--- src/rtl/melody_sequencer_if.sv ---
// melody_sequencer_if: groups the control, note ROM and tone-divider signals
// of the melody sequencer. The master modport is the sequencer itself; the
// slave modport is the surrounding system (controller, ROM, tone divider).
interface melody_sequencer_if;
    logic        start;
    logic        pause;
    logic [3:0]  rom_addr;
    logic [7:0]  rom_data;
    logic [31:0] divn;
    logic        tone_en;
    logic        busy;
    logic        done;

    modport master (
        input  start,
        input  pause,
        input  rom_data,
        output rom_addr,
        output divn,
        output tone_en,
        output busy,
        output done
    );

    modport slave (
        output start,
        output pause,
        output rom_data,
        input  rom_addr,
        input  divn,
        input  tone_en,
        input  busy,
        input  done
    );
endinterface

--- src/rtl/melody_sequencer.sv ---
// melody_sequencer: steps through a 16-entry note ROM and drives the period
// and enable of a downstream programmable tone divider.
//
// Each ROM word is {note_code[3:0], beats[3:0]}. A word with beats=0 is the
// end marker. Every note sounds for beats*BEAT_CYCLES clocks and is followed
// by GAP_CYCLES silent clocks. Note codes 1..8 select C4..C5; any other code
// is a rest (divn held, tone stays off).
//
// Optional build macro SEQ_LOOP_EN: when defined, the end marker and the end
// of address 15 restart the song at address 0 instead of finishing, and done
// never pulses. Without it the song plays once and ends with a done pulse.
//
// state   | meaning
// --------+-------------------------------------------------------------
// S_IDLE  | waiting for start; outputs hold, busy=0
// S_FETCH | rom_addr presented to the ROM, data arrives next cycle
// S_LOAD  | ROM word latched: decode period, load note timer or finish
// S_PLAY  | note sounding; timer counts down while not paused
// S_GAP   | silent gap after a note; timer counts down while not paused
// S_DONE  | one-cycle song-complete pulse, then back to idle
module melody_sequencer #(
    parameter int unsigned BEAT_CYCLES = 12500000,
    parameter int unsigned GAP_CYCLES  = 500000
) (
    input  logic               clkin,
    input  logic               reset,
    melody_sequencer_if.master bus
);

    typedef enum logic [2:0] {
        S_IDLE  = 3'd0,
        S_FETCH = 3'd1,
        S_LOAD  = 3'd2,
        S_PLAY  = 3'd3,
        S_GAP   = 3'd4,
        S_DONE  = 3'd5
    } state_t;

    // Beat length kept at 32 bits so beats*BEAT_CYCLES never truncates below
    // the full 32-bit range. A zero gap length skips the gap state entirely.
    localparam logic [31:0] BEAT_LEN = 32'(BEAT_CYCLES);
    localparam logic [31:0] GAP_LEN  = 32'(GAP_CYCLES);
    localparam bit          HAS_GAP  = (GAP_CYCLES != 0);
    localparam logic [3:0]  LAST_ADDR = 4'd15;

    state_t      state_q,  state_nxt;
    logic [3:0]  addr_q,   addr_nxt;
    logic [31:0] divn_q,   divn_nxt;
    logic [31:0] cnt_q,    cnt_nxt;
    logic        rest_q,   rest_nxt;

    logic [3:0]  note_code;
    logic [3:0]  note_beats;
    logic [32:0] note_lookup;
    logic        note_hit;
    logic [31:0] note_period;
    logic [31:0] play_len;
    logic        timer_run;
    logic        timer_tc;

    // Song-position step taken when a note (and its gap) has finished, or
    // when the end marker is seen: next fetch address or end of song.
    state_t      end_state;
    logic [3:0]  end_addr;
    state_t      step_state;
    logic [3:0]  step_addr;

    // Period lookup: bit 32 flags a sounding note, bits 31:0 are the
    // divider period in clkin cycles (50 MHz reference).
    function automatic logic [32:0] note_lookup_f(input logic [3:0] code);
        logic [32:0] r;
        case (code)
            4'd1:    r = {1'b1, 32'd191113};
            4'd2:    r = {1'b1, 32'd170265};
            4'd3:    r = {1'b1, 32'd151685};
            4'd4:    r = {1'b1, 32'd143171};
            4'd5:    r = {1'b1, 32'd127551};
            4'd6:    r = {1'b1, 32'd113636};
            4'd7:    r = {1'b1, 32'd101239};
            4'd8:    r = {1'b1, 32'd95556};
            default: r = 33'd0;
        endcase
        return r;
    endfunction

    // ROM word split, note decode and note length.
    always_comb begin
        note_code   = bus.rom_data[7:4];
        note_beats  = bus.rom_data[3:0];
        note_lookup = note_lookup_f(note_code);
        note_hit    = note_lookup[32];
        note_period = note_lookup[31:0];
        play_len    = 32'(note_beats) * BEAT_LEN;
    end

    // Timer enable and terminal count; pause only freezes the timed states.
    always_comb begin
        timer_run = ((state_q == S_PLAY) || (state_q == S_GAP)) && !bus.pause;
        timer_tc  = (cnt_q == 32'd0);
    end

    // Where the song goes when it runs out (end marker or past address 15).
    always_comb begin
`ifdef SEQ_LOOP_EN
        end_state = S_FETCH;
        end_addr  = 4'd0;
`else
        end_state = S_DONE;
        end_addr  = addr_q;
`endif
    end

    // Where the song goes after a note and its gap have completed.
    always_comb begin
        if (addr_q == LAST_ADDR) begin
            step_state = end_state;
            step_addr  = end_addr;
        end else begin
            step_state = S_FETCH;
            step_addr  = addr_q + 4'd1;
        end
    end

    // Next-state and datapath update.
    always_comb begin
        state_nxt = state_q;
        addr_nxt  = addr_q;
        divn_nxt  = divn_q;
        cnt_nxt   = cnt_q;
        rest_nxt  = rest_q;

        case (state_q)
            S_IDLE: begin
                if (bus.start) begin
                    state_nxt = S_FETCH;
                    addr_nxt  = 4'd0;
                end
            end

            S_FETCH: begin
                state_nxt = S_LOAD;
            end

            S_LOAD: begin
                if (note_beats == 4'd0) begin
                    state_nxt = end_state;
                    addr_nxt  = end_addr;
                    cnt_nxt   = 32'd0;
                end else begin
                    state_nxt = S_PLAY;
                    cnt_nxt   = play_len - 32'd1;
                    rest_nxt  = !note_hit;
                    if (note_hit) begin
                        divn_nxt = note_period;
                    end
                end
            end

            S_PLAY: begin
                if (timer_run) begin
                    if (!timer_tc) begin
                        cnt_nxt = cnt_q - 32'd1;
                    end else if (HAS_GAP) begin
                        state_nxt = S_GAP;
                        cnt_nxt   = GAP_LEN - 32'd1;
                    end else begin
                        state_nxt = step_state;
                        addr_nxt  = step_addr;
                        cnt_nxt   = 32'd0;
                    end
                end
            end

            S_GAP: begin
                if (timer_run) begin
                    if (!timer_tc) begin
                        cnt_nxt = cnt_q - 32'd1;
                    end else begin
                        state_nxt = step_state;
                        addr_nxt  = step_addr;
                        cnt_nxt   = 32'd0;
                    end
                end
            end

            S_DONE: begin
                state_nxt = S_IDLE;
            end

            default: begin
                state_nxt = S_IDLE;
                cnt_nxt   = 32'd0;
            end
        endcase
    end

    // State and datapath registers; reset wins over every other input.
    always_ff @(posedge clkin) begin
        if (reset) begin
            state_q <= S_IDLE;
            addr_q  <= 4'd0;
            divn_q  <= 32'd0;
            cnt_q   <= 32'd0;
            rest_q  <= 1'b0;
        end else begin
            state_q <= state_nxt;
            addr_q  <= addr_nxt;
            divn_q  <= divn_nxt;
            cnt_q   <= cnt_nxt;
            rest_q  <= rest_nxt;
        end
    end

    // Outputs: tone only on unpaused play cycles of a real note.
    always_comb begin
        bus.rom_addr = addr_q;
        bus.divn     = divn_q;
        bus.tone_en  = (state_q == S_PLAY) && !bus.pause && !rest_q;
        bus.busy     = (state_q != S_IDLE);
        bus.done     = (state_q == S_DONE);
    end

endmodule

--- src/flat_wrapper.sv ---
// flat-port wrapper written by rule: the top's interface ports become plain ports
module melody_sequencer_flat 
#(
    parameter int unsigned BEAT_CYCLES = 12500000,
    parameter int unsigned GAP_CYCLES  = 500000
)
  (clkin, reset, bus_start, bus_pause, bus_rom_data, bus_rom_addr, bus_divn, bus_tone_en, bus_busy, bus_done);
  melody_sequencer_if bus_i ();
  input  logic clkin;
  input  logic reset;
  input wire logic [$bits(bus_i.start)-1:0] bus_start;
  input wire logic [$bits(bus_i.pause)-1:0] bus_pause;
  input wire logic [$bits(bus_i.rom_data)-1:0] bus_rom_data;
  output wire logic [$bits(bus_i.rom_addr)-1:0] bus_rom_addr;
  output wire logic [$bits(bus_i.divn)-1:0] bus_divn;
  output wire logic [$bits(bus_i.tone_en)-1:0] bus_tone_en;
  output wire logic [$bits(bus_i.busy)-1:0] bus_busy;
  output wire logic [$bits(bus_i.done)-1:0] bus_done;
  assign bus_i.start = bus_start;
  assign bus_i.pause = bus_pause;
  assign bus_i.rom_data = bus_rom_data;
  assign bus_rom_addr = bus_i.rom_addr;
  assign bus_divn = bus_i.divn;
  assign bus_tone_en = bus_i.tone_en;
  assign bus_busy = bus_i.busy;
  assign bus_done = bus_i.done;
  melody_sequencer #(.BEAT_CYCLES(BEAT_CYCLES), .GAP_CYCLES(GAP_CYCLES)) u_core (.clkin(clkin), .reset(reset), .bus(bus_i));
endmodule
--- config.mk ---
export PLATFORM = sky130hd
export DESIGN_NAME = melody_sequencer_flat
export DESIGN_NICKNAME = d
export VERILOG_FILES = /design/src/rtl/melody_sequencer_if.sv /design/src/rtl/melody_sequencer.sv /design/src/flat_wrapper.sv
export SDC_FILE = /design/constraint.sdc
export NUM_CORES = 1
export LEC_CHECK = 0
export CAP_MARGIN = 15
export CORE_AREA = 2 2 113 115
export DETAILED_ROUTE_END_ITERATION = 10
export DIE_AREA = 0 0 115 117
export PLACE_DENSITY = 0.72
export SYNTH_ARGS = -nofsm -noshare
export SYNTH_HDL_FRONTEND = slang
export SYNTH_SLANG_ARGS = --single-unit
--- constraint.sdc ---
create_clock -name clkin -period 4.2 [get_ports clkin]
set_clock_uncertainty 0.1 [all_clocks]
set_input_delay 0.84 -clock clkin [delete_from_list [all_inputs] [get_ports clkin]]
set_output_delay 0.84 -clock clkin [all_outputs]
set_load 0.02 [all_outputs]
==> impl_metrics.tcl, run 1 <==
set metrics [dict create \
    drt-wirelength-per-cell_um 15.5 \
    fillers 1128 \
    antenna_cells 0 \
    initial_core_util 0.401 \
    critical_path.cell_chain "buf_2 -> fa_2 -> fa_1 -> buf_6 -> ha_4 -> a21o_1 -> a211o_1 -> a311oi_2 -> xor2_1 -> buf_4 -> buf_4 -> nand2_1 -> o21a_1 -> nor2_1 -> o221ai_1" \
    drtPass1Iterations 5 \
    multi_input_area_um2 3680 \
    crit_arrival_ns 4.21 \
    clockBufferDepth 2 \
    cp-start-kind "input pin" \
    netlist_instances 633 \
    ff_latch_area_um2 1160 \
    cts_tree "yes" \
    vias 5117 \
    synth-seq-cells 58 \
    yosysTopAreaCellShare 0.235 \
    antenna_found_initial 0 \
    outcome "complete, no violations" \
    p_per_area_nw_per_um2 468 \
    path_common_cell "buf_4" \
    nNetsFinal 806 \
    tightest_slew_ns 0.782 \
    synth-main-ff-cell "dfxtp_1" \
    grt_pass1_wl_um 23000 \
    grt_pass1_vias 4948 \
    dieArea_um2 13500 \
    htreeDepth 3 \
    syn_to_final_growth_pct 31.6 \
    ys_warn_count 0 \
    critPathMaxFanout 2 \
    wl_um 14000 \
    slew_headroom 0.477 \
    power_mw 3.05 \
    whs_ns 0.371 \
    grt_start_max_net_pins 32 \
    portBuffers 36 \
    route.detailed.drc 0 \
    path_clk_slew_ns 0.05 \
    cts-root-buf "clkbuf_16" \
    max_clock_freq_ghz 0.243 \
    fp-row-count 41 \
    drv_cap 0 \
    yosys.area.top_type "dfxtp_1" \
    hpwl_um 10700 \
    syn_area_um2 4940 \
    critPathMaxStageDelay_ns 0.58 \
    grtUsageTotal 0.210 \
    drv_slew 0 \
    worst-setup-path-type "in -> reg" \
    cp-end-kind "register" \
    hp-class "reg -> reg" \
    antenna_left 0 \
    die_w_um 115 \
    via_per_inst 5.65 \
    drtIter0Drc 454 \
    ir_worst_vdd_mv 0.218 \
    async_flop_share 0 \
    clk_latency_ns 0.33 \
    drive_gt1_frac 0.218 \
    core_um2 12300 \
    num_io_pins 51 \
    dpl.cell_count 886 \
    rsz0062_at_grt "yes" \
    clock-sinks 58 \
    stdcell_count 906 \
    ys_seq_area_frac 0.235 \
    gp_congestion 0.862 \
    grt-ovfl-total 0 \
    die_h_um 117 \
    synth.distinct_cells 80 \
    leakage_nw 2.74 \
    hold_viol_final 0 \
    required_ns 4.29 \
    synthTopCellsByArea "dfxtp_1, ha_1, a21oi_1" \
    rrSetupSlack_ns 1.09 \
    syn_area_per_cell_um2 7.80 \
    setup_viol_count_final 0 \
    fin_setup_tns_ns 0 \
    hold_buffers 0 \
    fin_crit_ns 4.12 \
    cts_made_buffers 9 \
    final_cell_mix "buf_4, a21oi_1, dfxtp_1" \
    synth_edf_count 0 \
    crit_path_top_delay_cell "fa_2" \
    fin_util 0.528 \
    timing.final.crit_share 0.982 \
    final_common_cell "buf_4" \
]
power breakdown:
group	leakage, nW	switching [mW]	internal [mW]	total (mW)
Sequential	0.469	0.0465	0.589	0.635
Clock	0.140	0.257	0.469	0.726
Combinational	2.13	0.923	0.763	1.69
cells by family (layout without fill, tap and decap cells):
kind of cell / after synthesis / after routing / synth area share
AND/OR/NAND/NOR: 230 / 230 / 0.261
AO/OA/AOI/OAI: 202 / 202 / 0.257
buffers and inverters: 62 / 172 / 0.0595
flip-flops: 58 / 58 / 0.235
adder cells (fa/ha/maj): 42 / 42 / 0.119
XOR/XNOR: 35 / 35 / 0.0621
multiplexers: 3 / 3 / 0.00633
other: 1 / 14 / 0.000759
what timing repair did:
item	CTS	global route
endpoints found under the setup margin	16	12
resized for setup	23	22
setup buffers	1	4
pin swaps	9	14
critical path: cells and delay by family:
family	cells	cell delay, ns
AO/OA/AOI/OAI	5	1.07
XOR/XNOR	1	0.28
adder cells (fa/ha/maj)	3	1.26
buffers and inverters	4	0.55
AND/OR/NAND/NOR	2	0.20
cell usage after synthesis (9+ instances only):
cell type and number:
ha_1 34, or3_1 11, o21ai_0 44, buf_4 14, nor2_1 49, nor3_1 20
nor4_1 10, a21oi_1 70, xnor2_1 24, inv_1 24, dfxtp_1 58, nor2b_1 9
nand3_1 15, xor2_1 11, clkbuf_1 21, a31oi_1 10, nand2_1 56
routing by layer:
layer | vias to the layer above | routed length, um | GRT usage
li1 | 2528 | - | -
met1 | 2366 | 5970 | 0.259
met2 | 195 | 6930 | 0.363
met3 | 28 | 827 | 0.0381
met4 | 0 | 301 | 0.0851
met5 | - | 0 | 0
area by class of cell:
| cell class | count | area share |
|---|---|---|
| inverter | 24 | 0.0139 |
| tap | 150 | 0.0289 |
| timing repair buffer | 133 | 0.167 |
| clock buffer | 10 | 0.0368 |
| sequential | 58 | 0.179 |
| multi-input combinational | 526 | 0.566 |
| clock inverter | 5 | 0.00847 |
sequential cells by signal, indices dropped and copies added, names as in the netlist:
signal / count
u_core.rest_q: 1
u_core.bus.divn: 18
u_core.state_q: 3
u_core.bus.rom_addr: 4
u_core.cnt_q: 32
through the flow:
step / instance area (um2) / setup WS, ns
CTS: 6370 / 0.00304
detailed placement: 6040 / -0.779
floorplan: 5010 / -0.131
finish: 6500 / 0.0774
global route: 6500 / -0.00585
global placement: 6040 / -0.662
worst paths after layout:
kind,from,end,cells past startpoint
max,bus_rom_data[1],u_core.cnt_q[23],15
min,u_core.bus.divn[9],u_core.bus.divn[9],2
max reg2reg,u_core.state_q[2],u_core.cnt_q[31],8
min reg2reg,u_core.bus.divn[9],u_core.bus.divn[9],2
Power figures use the tool's default switching activity.
==> run 2: changes to the inputs <==
Settings changed: HOLD_SLACK_MARGIN set to 0.02, TNS_END_PERCENT set to 10.
==> run 2 against run 1 <==
Compared with the run above:
- the run now ends with setup timing left
- worst setup slack lost 0.097 ns
- critical path type unchanged
- first-iteration DRC count grew 8.6%
- sequential cell count stayed put
- sequential power about the same
==> impl_metrics.tcl, run 2 (synthesis results as in run 1) <==
set metrics [dict create \
    required_ns 4.30 \
    drtPass1Iterations 7 \
    clockBufferDepth 2 \
    final_cell_mix "buf_4, a21oi_1, dfxtp_1" \
    hp-class "reg -> reg" \
    ir_worst_vdd_mv 0.200 \
    core_um2 12300 \
    leakage_nw 2.75 \
    clk_latency_ns 0.33 \
    rsz0062_at_grt "yes" \
    hold_buffers 0 \
    drive_gt1_frac 0.226 \
    dieArea_um2 13500 \
    met1Wirelength_um 6090 \
    wl_um 14100 \
    via_per_inst 5.67 \
    syn_to_final_growth_pct 32.4 \
    violations "setup timing" \
    antenna_found_initial 0 \
    cts_tree "yes" \
    gp_congestion 0.986 \
    setup_viol_count_final 1 \
    cts_made_buffers 9 \
    htreeDepth 3 \
    max_clock_freq_ghz 0.237 \
    drtIter0Drc 493 \
    num_io_pins 51 \
    final_common_cell "buf_4" \
    p_per_area_nw_per_um2 457 \
    grt_pass1_wl_um 23800 \
    whs_ns 0.371 \
    antenna_cells 0 \
    critPathMaxFanout 2 \
    fin_util 0.531 \
    wl_met2_um 6910 \
    initial_core_util 0.401 \
    cts-root-buf "clkbuf_16" \
    cp-start-kind "input pin" \
    slew_headroom 0.489 \
    tightest_slew_ns 0.764 \
    path_clk_slew_ns 0.05 \
    cp-end-kind "register" \
    top_register "u_core.cnt_q" \
    fin_crit_ns 4.22 \
    route.detailed.drc 0 \
    grt-ovfl-total 0 \
    fillers 1165 \
    hold_viol_final 0 \
    drv_cap 0 \
    die_h_um 117 \
    grt_start_max_net_pins 31 \
    nNetsFinal 811 \
    outcome "finished, violations left" \
    timing.final.crit_share 1.00 \
    crit_arrival_ns 4.32 \
    worstHoldStart "u_core.bus.divn[9]" \
    pre_cts_slack_ns -0.740 \
    clock-sinks 58 \
    drv_slew 0 \
    die_w_um 115 \
    timing.final.ws_setup_ns -0.0193 \
    drt-wirelength-per-cell_um 15.4 \
    worst-setup-path-type "in -> reg" \
    fp-row-count 41 \
    vias 5171 \
    hpwl_um 10600 \
    largest_reg_flops 32 \
    grt_pass1_vias 5050 \
    startpoint "bus_rom_data[3]" \
    grtUsageTotal 0.219 \
    maxUsedRoutingLayer "met4" \
    power_mw 2.99 \
    antenna_left 0 \
    portBuffers 36 \
    wl_met3_um 775 \
    reg2reg_from "u_core.cnt_q[27]" \
]
[run 2: final timing paths]
path | end | slack [ns] | cells past startpoint
setup / recovery | u_core.cnt_q[27] | -0.02 | 13
hold / removal | u_core.bus.divn[9] | 0.37 | 2
setup reg to reg | u_core.cnt_q[13] | 1.14 | 7
hold reg to reg | u_core.bus.divn[9] | 0.37 | 2
[run 2: per-stage QoR]
step                instances  setup TNS (ns)  cell area (um2)
floorplan                 646          -0.205             5000
global placement          890           -8.45             6060
detailed placement        890           -9.61             6060
CTS                       909               0             6460
global route              912          -0.369             6540
finish                    912         -0.0193             6540
[run 2: critical path: stages]
cell	delay, ns
buf_6	0.10
fa_2	0.49
fa_1	0.59
inv_2	0.05
fa_1	0.52
nor2b_4	0.15
nand2_1	0.06
or4_4	0.54
a21oi_2	0.12
nand4_1	0.18
nor4b_4	0.33
mux2i_1	0.25
o211ai_1	0.11
[run 2: cell type report]
cell class              instances  area (um2)  area share
clock buffers                  11         243      0.0371
clock inverters                 5        30.0     0.00459
multi-input cells             526        3690       0.565
flip-flops and latches         58        1160       0.178
inverters                      24        90.1      0.0138
repair buffers                138        1130       0.173
well taps                     150         188      0.0287
[run 2: where the power goes]
group          internal [mW]  switching [mW]
combinational          0.762           0.933
sequential             0.589          0.0469
clock                  0.411           0.245
total                   1.76            1.23
[run 2: repair_timing]
item                       CTS  global route
gates resized for setup     28            23
buffers inserted             3             3
pin swaps                   22            17
setup endpoints to repair   16            13
[run 2: metal layers]
metal	track usage	vias up
li1	-	2532
met1	0.266	2447
met2	0.387	167
met3	0.0412	25
met4	0.0827	0
met5	0	-
